$ cat config.mk
export PLATFORM = sky130hd
export DESIGN_NAME = fpu_issue_flat
export DESIGN_NICKNAME = d
export VERILOG_FILES = /design/src/rtl/fpu_pkg.sv /design/src/rtl/fpu_issue_if.sv /design/src/rtl/fpu_rw_decode.sv /design/src/rtl/fpu_issue.sv /design/src/flat_wrapper.sv
export SDC_FILE = /design/constraint.sdc
export NUM_CORES = 1
export LEC_CHECK = 0
export ABC_CLOCK_PERIOD_IN_PS = 8900
export CAP_MARGIN = 5
export CORE_MARGIN = 1
export CORE_UTILIZATION = 40
export DETAILED_ROUTE_END_ITERATION = 6
export SLEW_MARGIN = 20
export SYNTH_ARGS = -nofsm -noshare
export SYNTH_HDL_FRONTEND = slang
export SYNTH_SLANG_ARGS = --single-unit
$ cat constraint.sdc
create_clock -name clk -period 8.9 [get_ports clk]
set_input_delay 2.67 -clock clk [delete_from_list [all_inputs] [get_ports clk]]
set_output_delay 2.67 -clock clk [all_outputs]
set_load 0.005 [all_outputs]
$ cat src/rtl/fpu_pkg.sv
// fpu_pkg: shared constants for the FPU issue stage.
//   Opcodes and funct5 codes of the float instructions the issue stage
//   classifies, plus default bubble encoding and writeback latency.
package fpu_pkg;
    localparam logic [6:0] OPC_OPFP  = 7'b1010011;
    localparam logic [6:0] OPC_FLW   = 7'b0000111;
    localparam logic [6:0] OPC_FSW   = 7'b0100111;
    localparam logic [4:0] F5_ADD    = 5'b00000;
    localparam logic [4:0] F5_SUB    = 5'b00001;
    localparam logic [4:0] F5_MUL    = 5'b00010;
    localparam logic [4:0] F5_CVT_SW = 5'b11010;
    localparam logic [4:0] F5_CVT_WS = 5'b11000;
    localparam logic [31:0] NOP_INST_DEF = 32'h00000013;
    localparam int WB_LAT_DEF = 5;
endpackage

$ cat src/rtl/fpu_issue_if.sv
// fpu_issue_if: upstream handshake and FPU instruction bus of the issue stage.
//   slave  (issue stage): in_valid/in_inst/flush in; in_ready, fpu_inst,
//                         fpu_issue, raw_stall out.
//   master (environment): the mirror image.
interface fpu_issue_if;
    logic        in_valid;
    logic [31:0] in_inst;
    logic        in_ready;
    logic        flush;
    logic [31:0] fpu_inst;
    logic        fpu_issue;
    logic        raw_stall;
    modport slave (
        input  in_valid, in_inst, flush,
        output in_ready, fpu_inst, fpu_issue, raw_stall
    );
    modport master (
        output in_valid, in_inst, flush,
        input  in_ready, fpu_inst, fpu_issue, raw_stall
    );
endinterface

$ cat src/rtl/fpu_rw_decode.sv
// fpu_rw_decode: combinational float-register read/write classification.
//   in:  inst   - 32-bit RISC-V instruction
//   out: wr_rd  - writes float rd;  rd_rs1/rd_rs2 - read float rs1/rs2
//        rd, rs1, rs2 - register fields
module fpu_rw_decode
    import fpu_pkg::*;
(
    input  logic [31:0] inst,
    output logic        wr_rd,
    output logic        rd_rs1,
    output logic        rd_rs2,
    output logic [4:0]  rd,
    output logic [4:0]  rs1,
    output logic [4:0]  rs2
);
    logic [6:0] opc;
    logic [4:0] f5;
    logic       opfp;
    logic       arith;
    logic       unused;

    assign opc    = inst[6:0];
    assign f5     = inst[31:27];
    assign rd     = inst[11:7];
    assign rs1    = inst[19:15];
    assign rs2    = inst[24:20];
    assign unused = ^{inst[26:25], inst[14:12]};
    assign opfp   = opc == OPC_OPFP;
    assign arith  = opfp && (f5 == F5_ADD || f5 == F5_SUB || f5 == F5_MUL);
    assign wr_rd  = opc == OPC_FLW || arith || (opfp && f5 == F5_CVT_SW);
    assign rd_rs1 = arith || (opfp && f5 == F5_CVT_WS);
    assign rd_rs2 = arith || opc == OPC_FSW;
endmodule

$ cat src/rtl/fpu_issue.sv
// fpu_issue: RAW-hazard issue stage in front of a fixed-latency, non-forwarding FPU.
//   clk, rstn (async active-low); bus: fpu_issue_if.slave
//   A per-register countdown marks pending float writes; readers stall
//   while the count exceeds TH. Output is registered: one instruction or
//   NOP bubble per cycle.
//   Macro FPU_REGFILE_WT_EN: write-through regfile, readers may go one cycle earlier.
module fpu_issue
    import fpu_pkg::*;
#(
    parameter int          WB_LAT   = WB_LAT_DEF,
    parameter int          CNT_W    = 3,
    parameter logic [31:0] NOP_INST = NOP_INST_DEF
) (
    input logic        clk,
    input logic        rstn,
    fpu_issue_if.slave bus
);
`ifdef FPU_REGFILE_WT_EN
    localparam logic [CNT_W-1:0] TH = CNT_W'(1);
`else
    localparam logic [CNT_W-1:0] TH = '0;
`endif

    logic             wr_rd, rd_rs1, rd_rs2;
    logic [4:0]       rd, rs1, rs2;
    logic [CNT_W-1:0] cnt [32];
    logic             raw;
    logic             accept;

    fpu_rw_decode u_dec (
        .inst   (bus.in_inst),
        .wr_rd  (wr_rd),
        .rd_rs1 (rd_rs1),
        .rd_rs2 (rd_rs2),
        .rd     (rd),
        .rs1    (rs1),
        .rs2    (rs2)
    );

    // Only writes already in flight count; the instruction's own rd reload
    // lands after this check, so rd == rs1 does not self-block.
    assign raw           = (rd_rs1 && cnt[rs1] > TH) || (rd_rs2 && cnt[rs2] > TH);
    assign bus.in_ready  = ~raw & ~bus.flush;
    assign bus.raw_stall = bus.in_valid & raw;
    assign accept        = bus.in_valid & bus.in_ready;

    // Counters keep draining through flushes: issued writes still complete.
    always_ff @(posedge clk or negedge rstn) begin
        if (!rstn) begin
            for (int i = 0; i < 32; i++) cnt[i] <= '0;
        end else begin
            for (int i = 0; i < 32; i++)
                cnt[i] <= (accept && wr_rd && rd == 5'(i)) ? CNT_W'(WB_LAT)
                                                            : cnt[i] - CNT_W'(cnt[i] != '0);
        end
    end

    always_ff @(posedge clk or negedge rstn) begin
        if (!rstn) begin
            bus.fpu_inst  <= NOP_INST;
            bus.fpu_issue <= 1'b0;
        end else begin
            bus.fpu_inst  <= accept ? bus.in_inst : NOP_INST;
            bus.fpu_issue <= accept;
        end
    end
endmodule

$ cat src/flat_wrapper.sv
// flat-port wrapper written by rule: the top's interface ports become plain ports
module fpu_issue_flat import fpu_pkg::*;
#(
    parameter int          WB_LAT   = WB_LAT_DEF,
    parameter int          CNT_W    = 3,
    parameter logic [31:0] NOP_INST = NOP_INST_DEF
)
  (clk, rstn, bus_in_valid, bus_in_inst, bus_flush, bus_in_ready, bus_fpu_inst, bus_fpu_issue, bus_raw_stall);
  fpu_issue_if bus_i ();
  input logic clk;
  input logic rstn;
  input wire logic [$bits(bus_i.in_valid)-1:0] bus_in_valid;
  input wire logic [$bits(bus_i.in_inst)-1:0] bus_in_inst;
  input wire logic [$bits(bus_i.flush)-1:0] bus_flush;
  output wire logic [$bits(bus_i.in_ready)-1:0] bus_in_ready;
  output wire logic [$bits(bus_i.fpu_inst)-1:0] bus_fpu_inst;
  output wire logic [$bits(bus_i.fpu_issue)-1:0] bus_fpu_issue;
  output wire logic [$bits(bus_i.raw_stall)-1:0] bus_raw_stall;
  assign bus_i.in_valid = bus_in_valid;
  assign bus_i.in_inst = bus_in_inst;
  assign bus_i.flush = bus_flush;
  assign bus_in_ready = bus_i.in_ready;
  assign bus_fpu_inst = bus_i.fpu_inst;
  assign bus_fpu_issue = bus_i.fpu_issue;
  assign bus_raw_stall = bus_i.raw_stall;
  fpu_issue #(.WB_LAT(WB_LAT), .CNT_W(CNT_W), .NOP_INST(NOP_INST)) u_core (.clk(clk), .rstn(rstn), .bus(bus_i));
endmodule
==> key figures <==
Clock network
  • Postcts setup bufs: 0
  • Cts repair resizes: 0
  • Clock root buffer master: clkbuf_16
  • Clock-pin transition on the worst setup and hold timing paths: 0.06 ns
  • Worst skew pair latency: 0.43 ns
  • CTS tree: yes
  • Hold Buf Count CTS: 0
  • Clock Tree Buf Depth: 2
  • # clock sinks: 129
  • H-Tree Depth: 4
  • Num CTS Buffers: 17

Power and ir drop
  • Internal power: 1.89 mW
  • Sequential Power Share: 0.355
  • Clock share of power: 0.267
  • Maximum vdd drop: 147 uV
  • P_sw: 0.919 mW
  • Pleak: 4.01 nW
  • PD cells: 314 mW/mm^2
  • Combinational power share: 0.378
  • Sw Ratio: 0.327

Placed design
  • Post-DP Area: 0.00831 mm^2
  • Gpl congestion: 0.875
  • Dpl hpwl: 14000 um
  • # placed instances: 988
  • DP Worst Slack: 0.552 ns
  • IO buf count: 70

Routing
  • First-pass iteration count of the detailed router: 7
  • First DRT Iteration DRCs: 343
  • Final wirelength: 19500 um
  • DR vias: 5830
  • Routed len/inst: 19.1 um
  • Final ANT Viol Nets: 0
  • Via/cell ratio: 5.72
  • # DRC: 12

Timing
  • Crit path time final: 8.35 ns
  • Final period utilization: 0.939
  • Rel. slew slack: 0.396
  • Worst Skew: 0.00843 ns
  • Count of final setup violators: 0
  • Setup TNS: 0 ns
  • Actual slew at the worst max-slew pin: 0.906 ns
  • Final Hold Fails: 0
  • Fmax: 120 MHz
  • Final worst slack: 0.545 ns
  • Final Slew Violations: 0
  • Unrepaired setup endpoints after global routing: false

Synthesis
  • Post-synthesis area per instance: 10.4 um^2
  • Seq/Total Area, Yosys: 0.435
  • Cell Area, Synth: 0.00743 mm^2
  • Synth Net Count: 814
  • Flops & latches, synth: 129
  • Post-synth EDFFs: 0
  • Synth unique cells: 61
  • Yosys Warn Count: 0
  • Mapped Cells: 714
  • Async S/R FF share, synth: 1.00
  • Top_reg_cell synth: dfrtp_1

Global routing
  • Gr ovfl total: 0
  • Antenna violations before repair: 0
  • Global-route wire length before repair: 31900 um
  • Vias in the first global route: 6066
  • Met2 Usage GRT: 0.368
  • GR peak layer: met2
  • Met3 usage: 0.0471
  • GRT Total Usage: 0.217
  • Largest net degree at the start of global routing: 71
  • Met1 usage: 0.272

Run status
  • Failing checks: design-rule violations
  • Status: finished with violations

Cells and area
  • Diodes inserted: 0
  • Final Non-Filler Cells: 1020
  • Area growth, synth to finish: 20.3%
  • Nets: 878
  • Post-layout util: 0.494
  • Layout cells sized above 1: 0.152
  • Design area: 0.00894 mm^2
  • Most frequent cells in the layout: dfrtp_1, inv_1, clkdlybuf4s50_1
  • Fillers: 1601
  • Most common cell after layout, fill and taps aside: dfrtp_1

Critical path
  • Reg2reg setup slack: 5.56 ns
  • Critical path arrival: 5.68 ns
  • Reg2Reg Capture Point: u_core.cnt[14]
  • R2R Path Start: u_core.cnt[18]
  • Worst setup EP type: output port
  • CP Cell Sequence: clkdlybuf4s50_1 > nand2b_1 > o311ai_0 > a21oi_1 > a32o_1 > nor3_4 > buf_4 > o21a_1 > clkdlybuf4s50_1
  • Crit path launch type: input pin
  • R2R depth: 8
  • Crit path max fanout: 15
  • Max stage delay on crit path: 0.75 ns
  • Slowest cell on crit path: clkdlybuf4s50_1
  • WS Path Type: in2out
  • Crit path top cell by count: clkdlybuf4s50_1
  • WP data required: 6.23 ns

Min path
  • Min-delay src: u_core.cnt[2]
  • Worst Hold Class: reg2reg
  • Hold path depth: 2
  • Hold path endpoint: u_core.cnt[2]

Die
  • Initial Util: 0.411
  • Die ar.: 0.0191 mm^2
  • Core area: 0.0181 mm^2
  • Boundary pin count: 71
  • # rows: 49
  • Die X: 138 um
  • Chip Height: 138 um

Job
  • # Max-Cap Violations: 0
-- power by group through the flow --
| stage | registers, mW | logic (mW) | clock network (mW) |
|---|---|---|---|
| after floorplan | 0.960 | 0.800 | 0 |
| after global placement | 0.986 | 0.962 | 0 |
| after detailed placement | 1.00 | 1.07 | 0 |
| after CTS | 0.994 | 1.08 | 0.766 |
| after global routing | 1.02 | 1.23 | 0.789 |
| final | 0.995 | 1.06 | 0.751 |
-- routing by layer --
layer  routed length [um]  vias to the layer above  part of all wire
met4                  416                        0             0.021
met1                 8360                     2942              0.43
met3                  963                       33             0.049
met2                 9770                      175              0.50
met5                    0                        -                 0
li1                     -                     2680                 -
-- registers in the layout (all words and copies together), names as in the netlist --
| name | count |
|---|---|
| u_core.bus.fpu_inst | 32 |
| u_core.bus.fpu_issue | 1 |
| u_core.cnt | 96 |
-- cell type report --
type	count	area, um^2	share of cell area
Clock buffer	22	474	0.0531
Clock inverter	10	158	0.0176
Inverter	74	278	0.0311
Multi-Input combinational cell	473	3710	0.416
Sequential cell	129	3230	0.362
Tap cell	229	287	0.0321
Timing Repair Buffer	83	796	0.0890
-- kinds of logic (layout without fill, tap and decap cells) --
group           Yosys count  after routing  share of synthesized area
fa+ha+maj                64             64                      0.108
mux                      14             14                     0.0276
compound gates          169            169                      0.166
flops                   129            129                      0.435
buf+inv                 112            189                     0.0679
simple gates            194            194                      0.158
xor+xnor                 32             32                     0.0377
-- per-stage QoR --
stage | power (mW) | hold WS, ns
floorplan | 1.76 | 0.481
global placement | 1.95 | 0.496
detailed placement | 2.07 | 0.515
CTS | 2.84 | 0.531
global route | 3.04 | 0.557
finish | 2.81 | 0.529
-- worst max path at each step --
stage | slack, ns | endpoint | start
detailed placement | 0.55 | bus_raw_stall | bus_in_inst[21]
floorplan | 1.73 | bus_raw_stall | bus_in_inst[16]
global placement | 0.68 | bus_raw_stall | bus_in_inst[21]
CTS | 0.56 | bus_raw_stall | bus_in_inst[21]
global route | 0.35 | bus_raw_stall | bus_in_inst[21]
finish | 0.55 | bus_raw_stall | bus_in_inst[21]
-- cell usage after synthesis, types with 2 or more instances --
cell type / n / area share
a211o_1: 5 / 0.0059
a211oi_1: 2 / 0.0020
a21o_1: 16 / 0.016
a21oi_1: 19 / 0.013
a221oi_1: 2 / 0.0024
a31o_2: 2 / 0.0024
a31oi_1: 18 / 0.015
a41oi_1: 2 / 0.0024
and2_1: 3 / 0.0025
buf_2: 13 / 0.0088
buf_4: 2 / 0.0020
buf_6: 8 / 0.012
clkbuf_1: 14 / 0.0071
dfrtp_1: 126 / 0.42
dfstp_2: 3 / 0.011
ha_1: 64 / 0.11
inv_1: 73 / 0.037
mux2_2: 2 / 0.0030
mux2i_1: 7 / 0.0094
mux4_2: 5 / 0.015
nand2_1: 36 / 0.018
nand2b_1: 11 / 0.0093
nand3_1: 19 / 0.013
nand4_1: 2 / 0.0017
nor2_1: 13 / 0.0066
nor2b_1: 5 / 0.0042
nor3_1: 30 / 0.020
nor3_2: 26 / 0.035
nor4_1: 5 / 0.0042
nor4_2: 3 / 0.0051
nor4b_1: 2 / 0.0024
o21a_1: 2 / 0.0020
o21ai_0: 36 / 0.024
o21ba_2: 16 / 0.022
o22a_1: 2 / 0.0024
o22ai_1: 5 / 0.0042
o31ai_1: 24 / 0.024
o31ai_2: 7 / 0.012
or2_2: 3 / 0.0025
or3_1: 27 / 0.023
or3_4: 3 / 0.0045
or4_1: 2 / 0.0020
xnor2_1: 16 / 0.019
xor2_1: 16 / 0.019
-- critical path, delay by kind of cell --
family,cells,cell delay [ns]
AND/OR/NAND/NOR,2,0.45
AO/OA/AOI/OAI,4,1.11
buffers and inverters,3,1.45
(Power assumes the default switching activity.)
